==> config.mk <==
export PLATFORM = sky130hd
export DESIGN_NAME = seg7_decoder
export DESIGN_NICKNAME = d
export VERILOG_FILES = /design/src/rtl/seg7_decoder.sv
export SDC_FILE = /design/constraint.sdc
export NUM_CORES = 1
export LEC_CHECK = 0
export CORE_MARGIN = 2
export CORE_UTILIZATION = 46
export DETAILED_ROUTE_END_ITERATION = 8
export PLACE_DENSITY = 0.7
export SYNTH_ARGS = -nofsm -noshare
export SYNTH_HDL_FRONTEND = slang
export SYNTH_SLANG_ARGS = --single-unit
export TNS_END_PERCENT = 1
==> constraint.sdc <==
create_clock -name clk_in -period 2.5 [get_ports clk_in]
set_clock_uncertainty 0.15 [all_clocks]
set_input_delay 0.25 -clock clk_in [delete_from_list [all_inputs] [get_ports clk_in]]
set_output_delay 0.25 -clock clk_in [all_outputs]
set_load 0.02 [all_outputs]
==> src/rtl/seg7_decoder.sv <==
// Seven-segment pattern decoder with a stability filter: a pattern must be seen
// STABLE_CYCLES consecutive samples before it is accepted and decoded to hex.
module seg7_decoder #(
    parameter int STABLE_CYCLES = 4,
    parameter bit ACTIVE_LOW    = 1'b0
) (
    input  logic       clk_in,
    input  logic       rst_n,
    input  logic [6:0] seg_in,
    output logic [3:0] digit_out,
    output logic       digit_valid,
    output logic       digit_strobe,
    output logic       blank,
    output logic       err_pulse,
    output logic [7:0] err_count
);

    localparam logic [7:0] STABLE_W = 8'(STABLE_CYCLES);

    typedef enum logic {SETTLE, LOCKED} state_t;

    state_t     state;
    logic [6:0] smp;
    logic [6:0] cand;
    logic [6:0] last_acc;
    logic [7:0] cnt;
    logic [7:0] cnt_nxt;
    logic       acc;
    logic [4:0] dec;

    // Returns {legal, hex}; 00 and unlisted codes come back with legal=0.
    function automatic logic [4:0] decode(input logic [6:0] p);
        case (p)
            7'h3F: decode = 5'h10;
            7'h06: decode = 5'h11;
            7'h5B: decode = 5'h12;
            7'h4F: decode = 5'h13;
            7'h66: decode = 5'h14;
            7'h6D: decode = 5'h15;
            7'h7D: decode = 5'h16;
            7'h07: decode = 5'h17;
            7'h7F: decode = 5'h18;
            7'h6F: decode = 5'h19;
            7'h77: decode = 5'h1A;
            7'h7C: decode = 5'h1B;
            7'h39: decode = 5'h1C;
            7'h5E: decode = 5'h1D;
            7'h79: decode = 5'h1E;
            7'h71: decode = 5'h1F;
            default: decode = 5'h00;
        endcase
    endfunction

    // Acceptance fires on the edge where the count would reach STABLE_CYCLES,
    // so STABLE_CYCLES=1 accepts a new sample on the very edge it is compared.
    always_comb begin
        cnt_nxt = cnt;
        if (smp != cand)
            cnt_nxt = 8'd1;
        else if (state == SETTLE)
            cnt_nxt = cnt + 8'd1;
        acc = ((state == SETTLE) || (smp != cand)) && (cnt_nxt == STABLE_W);
        dec = decode(smp);
    end

    always_ff @(posedge clk_in) begin
        if (!rst_n) begin
            state        <= SETTLE;
            smp          <= 7'h00;
            cand         <= 7'h00;
            last_acc     <= 7'h00;
            cnt          <= 8'd0;
            digit_out    <= 4'h0;
            digit_valid  <= 1'b0;
            digit_strobe <= 1'b0;
            blank        <= 1'b1;
            err_pulse    <= 1'b0;
            err_count    <= 8'd0;
        end else begin
            smp          <= ACTIVE_LOW ? ~seg_in : seg_in;
            cand         <= smp;
            cnt          <= cnt_nxt;
            digit_strobe <= 1'b0;
            err_pulse    <= 1'b0;
            if (acc)
                state <= LOCKED;
            else if (smp != cand)
                state <= SETTLE;
            // Re-accepting the pattern already shown is a recovered glitch: no effect.
            if (acc && (smp != last_acc)) begin
                last_acc <= smp;
                if (smp == 7'h00) begin
                    blank       <= 1'b1;
                    digit_valid <= 1'b0;
                end else if (dec[4]) begin
                    digit_out    <= dec[3:0];
                    digit_valid  <= 1'b1;
                    blank        <= 1'b0;
                    digit_strobe <= 1'b1;
                end else begin
                    digit_valid <= 1'b0;
                    blank       <= 1'b0;
                    err_pulse   <= 1'b1;
                    if (err_count != 8'hFF)
                        err_count <= err_count + 8'd1;
                end
            end
        end
    end

endmodule
After elaboration in Yosys (flattened, before gate mapping)
Cells that the tools add are included.

Register bits after elaboration: 46. Output and inout bits: 16.

Add/subtract/negate cells: 2. Eq/ne operators: 20. Muxes and demuxes: 9. Bitwise operators: 5. Reductions and logical operators: 9.

Operators by type and width (count): 7-bit == test (second input constant) (12); 5-bit one-hot mux with 16 select lines (1); 8-bit by 1-bit adder with 8-bit output (second input constant) (2); 8-bit two-way mux (2); 7-bit by 3-bit == test with 1-bit output (second input constant) (2); 7-bit by 6-bit == test with 1-bit output (second input constant) (2); 7-bit != test (2); 8-bit by 3-bit == test with 1-bit output (second input constant) (1); 8-bit != test (second input constant) (1); 7-bit logical NOT (1); 1-bit two-way mux (6); 1-bit inverter (5); 4-bit AND reduction (1); 3-bit AND reduction (1); 3-bit OR reduction (1); 1-bit logical AND (2); 2-bit AND reduction (1); 2-bit nonzero test (1); 1-bit logical OR (1).

Depth between registers and ports, before layout
Depth in word-level cells: 8. Gate-level depth with buffers: 10. Gate-level depth less buffers: 8.

Worst setup path after synthesis
Ideal clock, no wire load.

Kind: register to register. Start: register state. End: register err_count[2]. Arrival time: 2213 ps. Required time: 2278 ps. Path slack: 64 ps. Cell stages (with the launch flop): 11. Buffers on the path: 3. Path through: dfxtp_1 buf_6 and4b_1 buf_6 mux2_4 o41ai_4 and3_4 nand4_4 buf_6 or3_1 a21oi_1.

Word-level cells in the longest chain between the ends: 6. Elaborated cells between the ends (all ways): 8. Those cells by class: eq/ne: 1; mux: 2; bitwise: 1; reduce/logical: 4.

RTL lines: start, declared (line 22) `state_t state;`; start signal, assigned (line 68) `state <= SETTLE;`; start signal, assigned (line 86) `state <= LOCKED;`; start signal, assigned (line 88) `state <= SETTLE;`; 8-bit two-way mux (line 60) `else if (state == SETTLE)`; 8-bit two-way mux (line 58) `if (smp != cand)`; 8-bit by 3-bit == test with 1-bit output (line 62) `acc = ((state == SETTLE) || (smp != cand)) && (cnt_nxt == STABLE_W);`; 1-bit logical AND (*) (line 62); 1-bit logical AND (*) (line 90) `if (acc && (smp != last_acc)) begin`; 4-bit AND reduction (no line) (*); end signal, assigned (line 105) `err_count <= err_count + 8'd1;`; end, declared (line 15) `output logic [7:0] err_count`.

Every way passes the cells marked *; elsewhere a longest branch is shown, timed or not. A chain may end at the register's enable or synchronous reset.

Worst setup path after layout
Start: register cnt[0]. End: register err_count[3].

Word-level cells in the longest chain between the ends: 7.

RTL lines: start, declared (line 26) `logic [7:0] cnt;`; start signal, assigned (line 82) `cnt <= cnt_nxt;`; 8-bit by 1-bit adder with 8-bit output (line 61) `cnt_nxt = cnt + 8'd1;`; 8-bit two-way mux (*) (line 60); 8-bit two-way mux (*) (line 58); 8-bit by 3-bit == test with 1-bit output (*) (line 62); 1-bit logical AND (*) (line 62); 1-bit logical AND (*) (line 90); 4-bit AND reduction (no line) (*).

Marks and branches as above.

==> results.txt <==
* First DRT Iteration DRCs: 89
- Largest net degree at the start of global routing: 20
* Share of power burned in the clock network: 0.378
- After floorplanning, the core was divided into 25 placement rows.
- Depth of the most critical reg-to-reg path: 7
- Flip-flop and latch count after synthesis: 46
- Initial cell density of the core: 0.482
* Arrival time of the worst setup path: 2.45 ns
- In this run the register-to-register setup slack is 0.12 ns.
- Area growth from synthesis to final layout: 22.8%
- Of the post-synthesis cell area, the dominant cell type holds 0.402.
- The min-delay analysis places its worst path in the category reg2reg.
- Setup ws final: 0.120 ns
- Worst path required time: 2.57 ns
* Highest fanout seen on the critical path: 7
- For this run, the number of Yosys warnings is 0.
- The clock passes through at most 2 buffers.
* Maximum capacitance violations: 0
- Non-Filler Cell Area, Final: 2810 sq um
- Number of synthesized flops with an enable pin: 0
* Crit Reg-Reg Startpoint: cnt[0]
* Ant diodes: 0
- Total I/O pin count: 25
* Placer Congestion: 0.781
- After layout, the minimum clock period comes to 2.38 ns.
* Buffers plus inverters on the worst setup path: 0
* Vias after detailed routing: 1881
* Clock Pin Slew Worst Setup and Hold Paths: 0.09 ns
* Result of the run: completed
- Cell accounting for the most synthesized area: sky130_fd_sc_hd__dfxtp_1
- Detailed-routing iteration count for the pre-antenna-repair pass: 4
- Cell with the biggest individual delay on the critical path: sky130_fd_sc_hd__dfxtp_1
* Share of cells above drive strength 1: 0.158
* Number of distinct standard cells referenced by the synthesized netlist: 47
- By count the netlist is led by sky130_fd_sc_hd__dfxtp_1 (46), sky130_fd_sc_hd__nor2_1 (22), sky130_fd_sc_hd__xnor2_1 (17), sky130_fd_sc_hd__nand2_1 (16), sky130_fd_sc_hd__and2_1 (14).
- The first global-routing pass estimated 7940 um of wire.
- Dividing the detail-routed wire length by the instance count gives 13.2 um.
* Final TNS setup: 0 ns
- Cell leakage power: 1.05 nW
- Of the total power, the share spent switching nets is 0.233.
- Cell internal power was estimated by the tool at 1.08 mW.
- The core region is 4750 sq um.
- The analysis attributes to net switching a power of 0.329 mW.
* Most used standard cell by instance count after synthesis: sky130_fd_sc_hd__dfxtp_1
- For the pin with the worst max-slew slack, the measured transition is 0.552 ns.
- Port buffering added 24 buffers.
* DRC viols: 0
- Crit-path leading delay family: simple AND/OR/NAND/NOR gates
- Final hold vios: 0
* Inserted Clock Buffers: 5
- Antenna violations before repair: 0
- Register share of total power: 0.544
* Avg Vias per Cell: 5.24
- For this run, the top clock speed supported by timing is 0.420 GHz.
* Logic depth of the worst setup path including buffers: 7
- Critical Path End Type: register
* Async set-or-reset flop fraction in the synthesized netlist: 0
- Cell area after synthesis: 2290 sq um
* Power per unit of standard cell area: 501 nW/um^2
- The floorplan step set the die width to 74.6 um.
- The root buffer cell chosen for the clock tree is sky130_fd_sc_hd__clkbuf_8.
* CTS tree: done
- In this design, the stage delay of the slowest critical-path cell is 0.38 ns.
- End-of-flow core utilization: 0.591
- Once placement finished, the instance area stood at 2660 sq um.
- Setup repair after global routing left no endpoint under its margin.
- Across the VDD grid, the largest voltage drop is 0.000350 V.
- Traced cell by cell, the critical path runs through ha_2 -> o32a_1 -> nor3_1 -> and3_4 -> nand4_4 -> or3_1 -> a21oi_1.
- The H-tree was split into 2 levels.
* Main area contributors after synthesis: sky130_fd_sc_hd__dfxtp_1 (40%), sky130_fd_sc_hd__xnor2_1 (6.5%), sky130_fd_sc_hd__mux2i_1 (4.8%), sky130_fd_sc_hd__and2_1 (3.8%), sky130_fd_sc_hd__nor2_1 (3.6%)
* Number of sinks handled by clock tree synthesis: 46
- The floorplan step set the die height to 74.6 um.
* Placement Setup Slack: -0.0154 ns
* Power share of the combinational group: 0.077
- Post-synthesis net count: 268
- The final layout contains routed wiring with a total length of 4740 um.
- Antenna Violating Nets Remaining: 0
- In this run the tightest slew margin relative to its limit is 0.630.
* Period utilisation layout: 0.952
- Type of element launching the critical path: register
- The number of max-slew violations in the final report was 0.
* Total GRT Usage: 0.190
- Worst Setup SP: cnt[0]
- Cell count after placement: 348
- Final Total Pwr: 1.41 mW
- Vias in the first global route: 1733
- In this run the worst setup path terminates at err_count[3].
* Final global-route overflow total: 0
* Detailed placer's ending HPWL: 3330 um
- Setup violations remaining at the end of the flow were counted as 0.
- For this run, the leading register cell type out of synthesis is sky130_fd_sc_hd__dfxtp_1.
- Final Hold Slack: 0.312 ns
- Total number of nets in the final design: 302
- Syn_area_per_cell: 8.91 sq um
- Total die area: 5560 sq um
- Once layout is complete, the cells apart from fillers number 359.
- Critical path type: reg2reg
* Worst R2R End: err_count[3]
* Seq/Total Area, Yosys: 0.402
- Hold repair after CTS inserted 0 buffers.
- Synthesis handed over a netlist of 257 instances.
* Clock latency of the later-clocked register in the worst-skew pair: 0.30 ns
==> power by group through the flow <==
stage                     Combinational (mW)  Sequential, mW  Clock, mW
after floorplan                       0.0797           0.769          0
after global placement                 0.107           0.782          0
after detailed placement               0.107           0.783          0
after CTS                              0.108           0.766      0.549
after global routing                   0.120           0.770      0.575
final                                  0.109           0.767      0.533
==> cells in the final DEF (no fill, tap or decap), types with 3 or more instances in the layout <==
| cell | count |
|---|---|
| sky130_fd_sc_hd__o211ai_1 | 3 |
| sky130_fd_sc_hd__clkdlybuf4s50_1 | 24 |
| sky130_fd_sc_hd__xor2_1 | 6 |
| sky130_fd_sc_hd__nor3_1 | 8 |
| sky130_fd_sc_hd__and2_1 | 14 |
| sky130_fd_sc_hd__or3_1 | 8 |
| sky130_fd_sc_hd__and3_1 | 5 |
| sky130_fd_sc_hd__xnor2_1 | 17 |
| sky130_fd_sc_hd__dfxtp_1 | 40 |
| sky130_fd_sc_hd__nand4_1 | 5 |
| sky130_fd_sc_hd__o21a_1 | 3 |
| sky130_fd_sc_hd__nor2_1 | 21 |
| sky130_fd_sc_hd__dfxtp_2 | 6 |
| sky130_fd_sc_hd__nand3_1 | 11 |
| sky130_fd_sc_hd__nand2_1 | 16 |
| sky130_fd_sc_hd__buf_4 | 18 |
| sky130_fd_sc_hd__clkbuf_8 | 8 |
| sky130_fd_sc_hd__a21oi_1 | 13 |
| sky130_fd_sc_hd__o21ai_0 | 11 |
| sky130_fd_sc_hd__inv_1 | 5 |
| sky130_fd_sc_hd__mux2i_1 | 11 |
| sky130_fd_sc_hd__or3b_2 | 3 |
==> cells by family after synthesis <==
logic type      synth area share
mux                       0.0546
flops                      0.402
buf+inv                   0.0525
simple gates               0.274
fa+ha+maj                 0.0109
compound gates             0.118
xor+xnor                  0.0880
==> area by class of cell <==
type / count / area [sq um]
fillers: 435 / 1940
multi-input cells: 189 / 1270
flip-flops and latches: 46 / 928
repair buffers: 43 / 395
clock buffers: 8 / 110
well taps: 67 / 83.8
inverters: 6 / 22.5
==> tightest hold or removal path, cell delays in order (launching register included) <==
cell and delay (ns):
sky130_fd_sc_hd__dfxtp_1 0.32, sky130_fd_sc_hd__nand2_1 0.05, sky130_fd_sc_hd__mux2i_1 0.05
==> metal layers <==
layer  track usage  part of all wire  up-vias  wire (um)
li1              -                 -      969          -
met1         0.252              0.48      870       2280
met2         0.295              0.47       40       2220
met3        0.0515             0.043        2        204
met4        0.0714            0.0086        0         41
met5             0                 0        -          0
==> state kept, by name (all words and copies together) (netlist names), 4 cells and up <==
register,flops
last_acc,7
err_count,8
digit_out,4
cand,7
cnt,8
smp,7
==> repair_timing <==
| action | in CTS | in global routing |
|---|---|---|
| pin swaps | 0 | 2 |
| gates cloned | 0 | 1 |
| setup endpoints to repair | 5 | 10 |
| resized for setup | 4 | 5 |
| buffers inserted | 0 | 2 |
==> worst min-delay path by stage <==
stage,cells after the start,start,endpoint
floorplan,1,seg_in[0],smp[0]
global placement,2,digit_out[0],digit_out[0]
detailed placement,2,digit_out[0],digit_out[0]
CTS,2,digit_out[0],digit_out[0]
global route,2,digit_out[0],digit_out[0]
finish,2,digit_out[0],digit_out[0]
(Power assumes the default switching activity.)
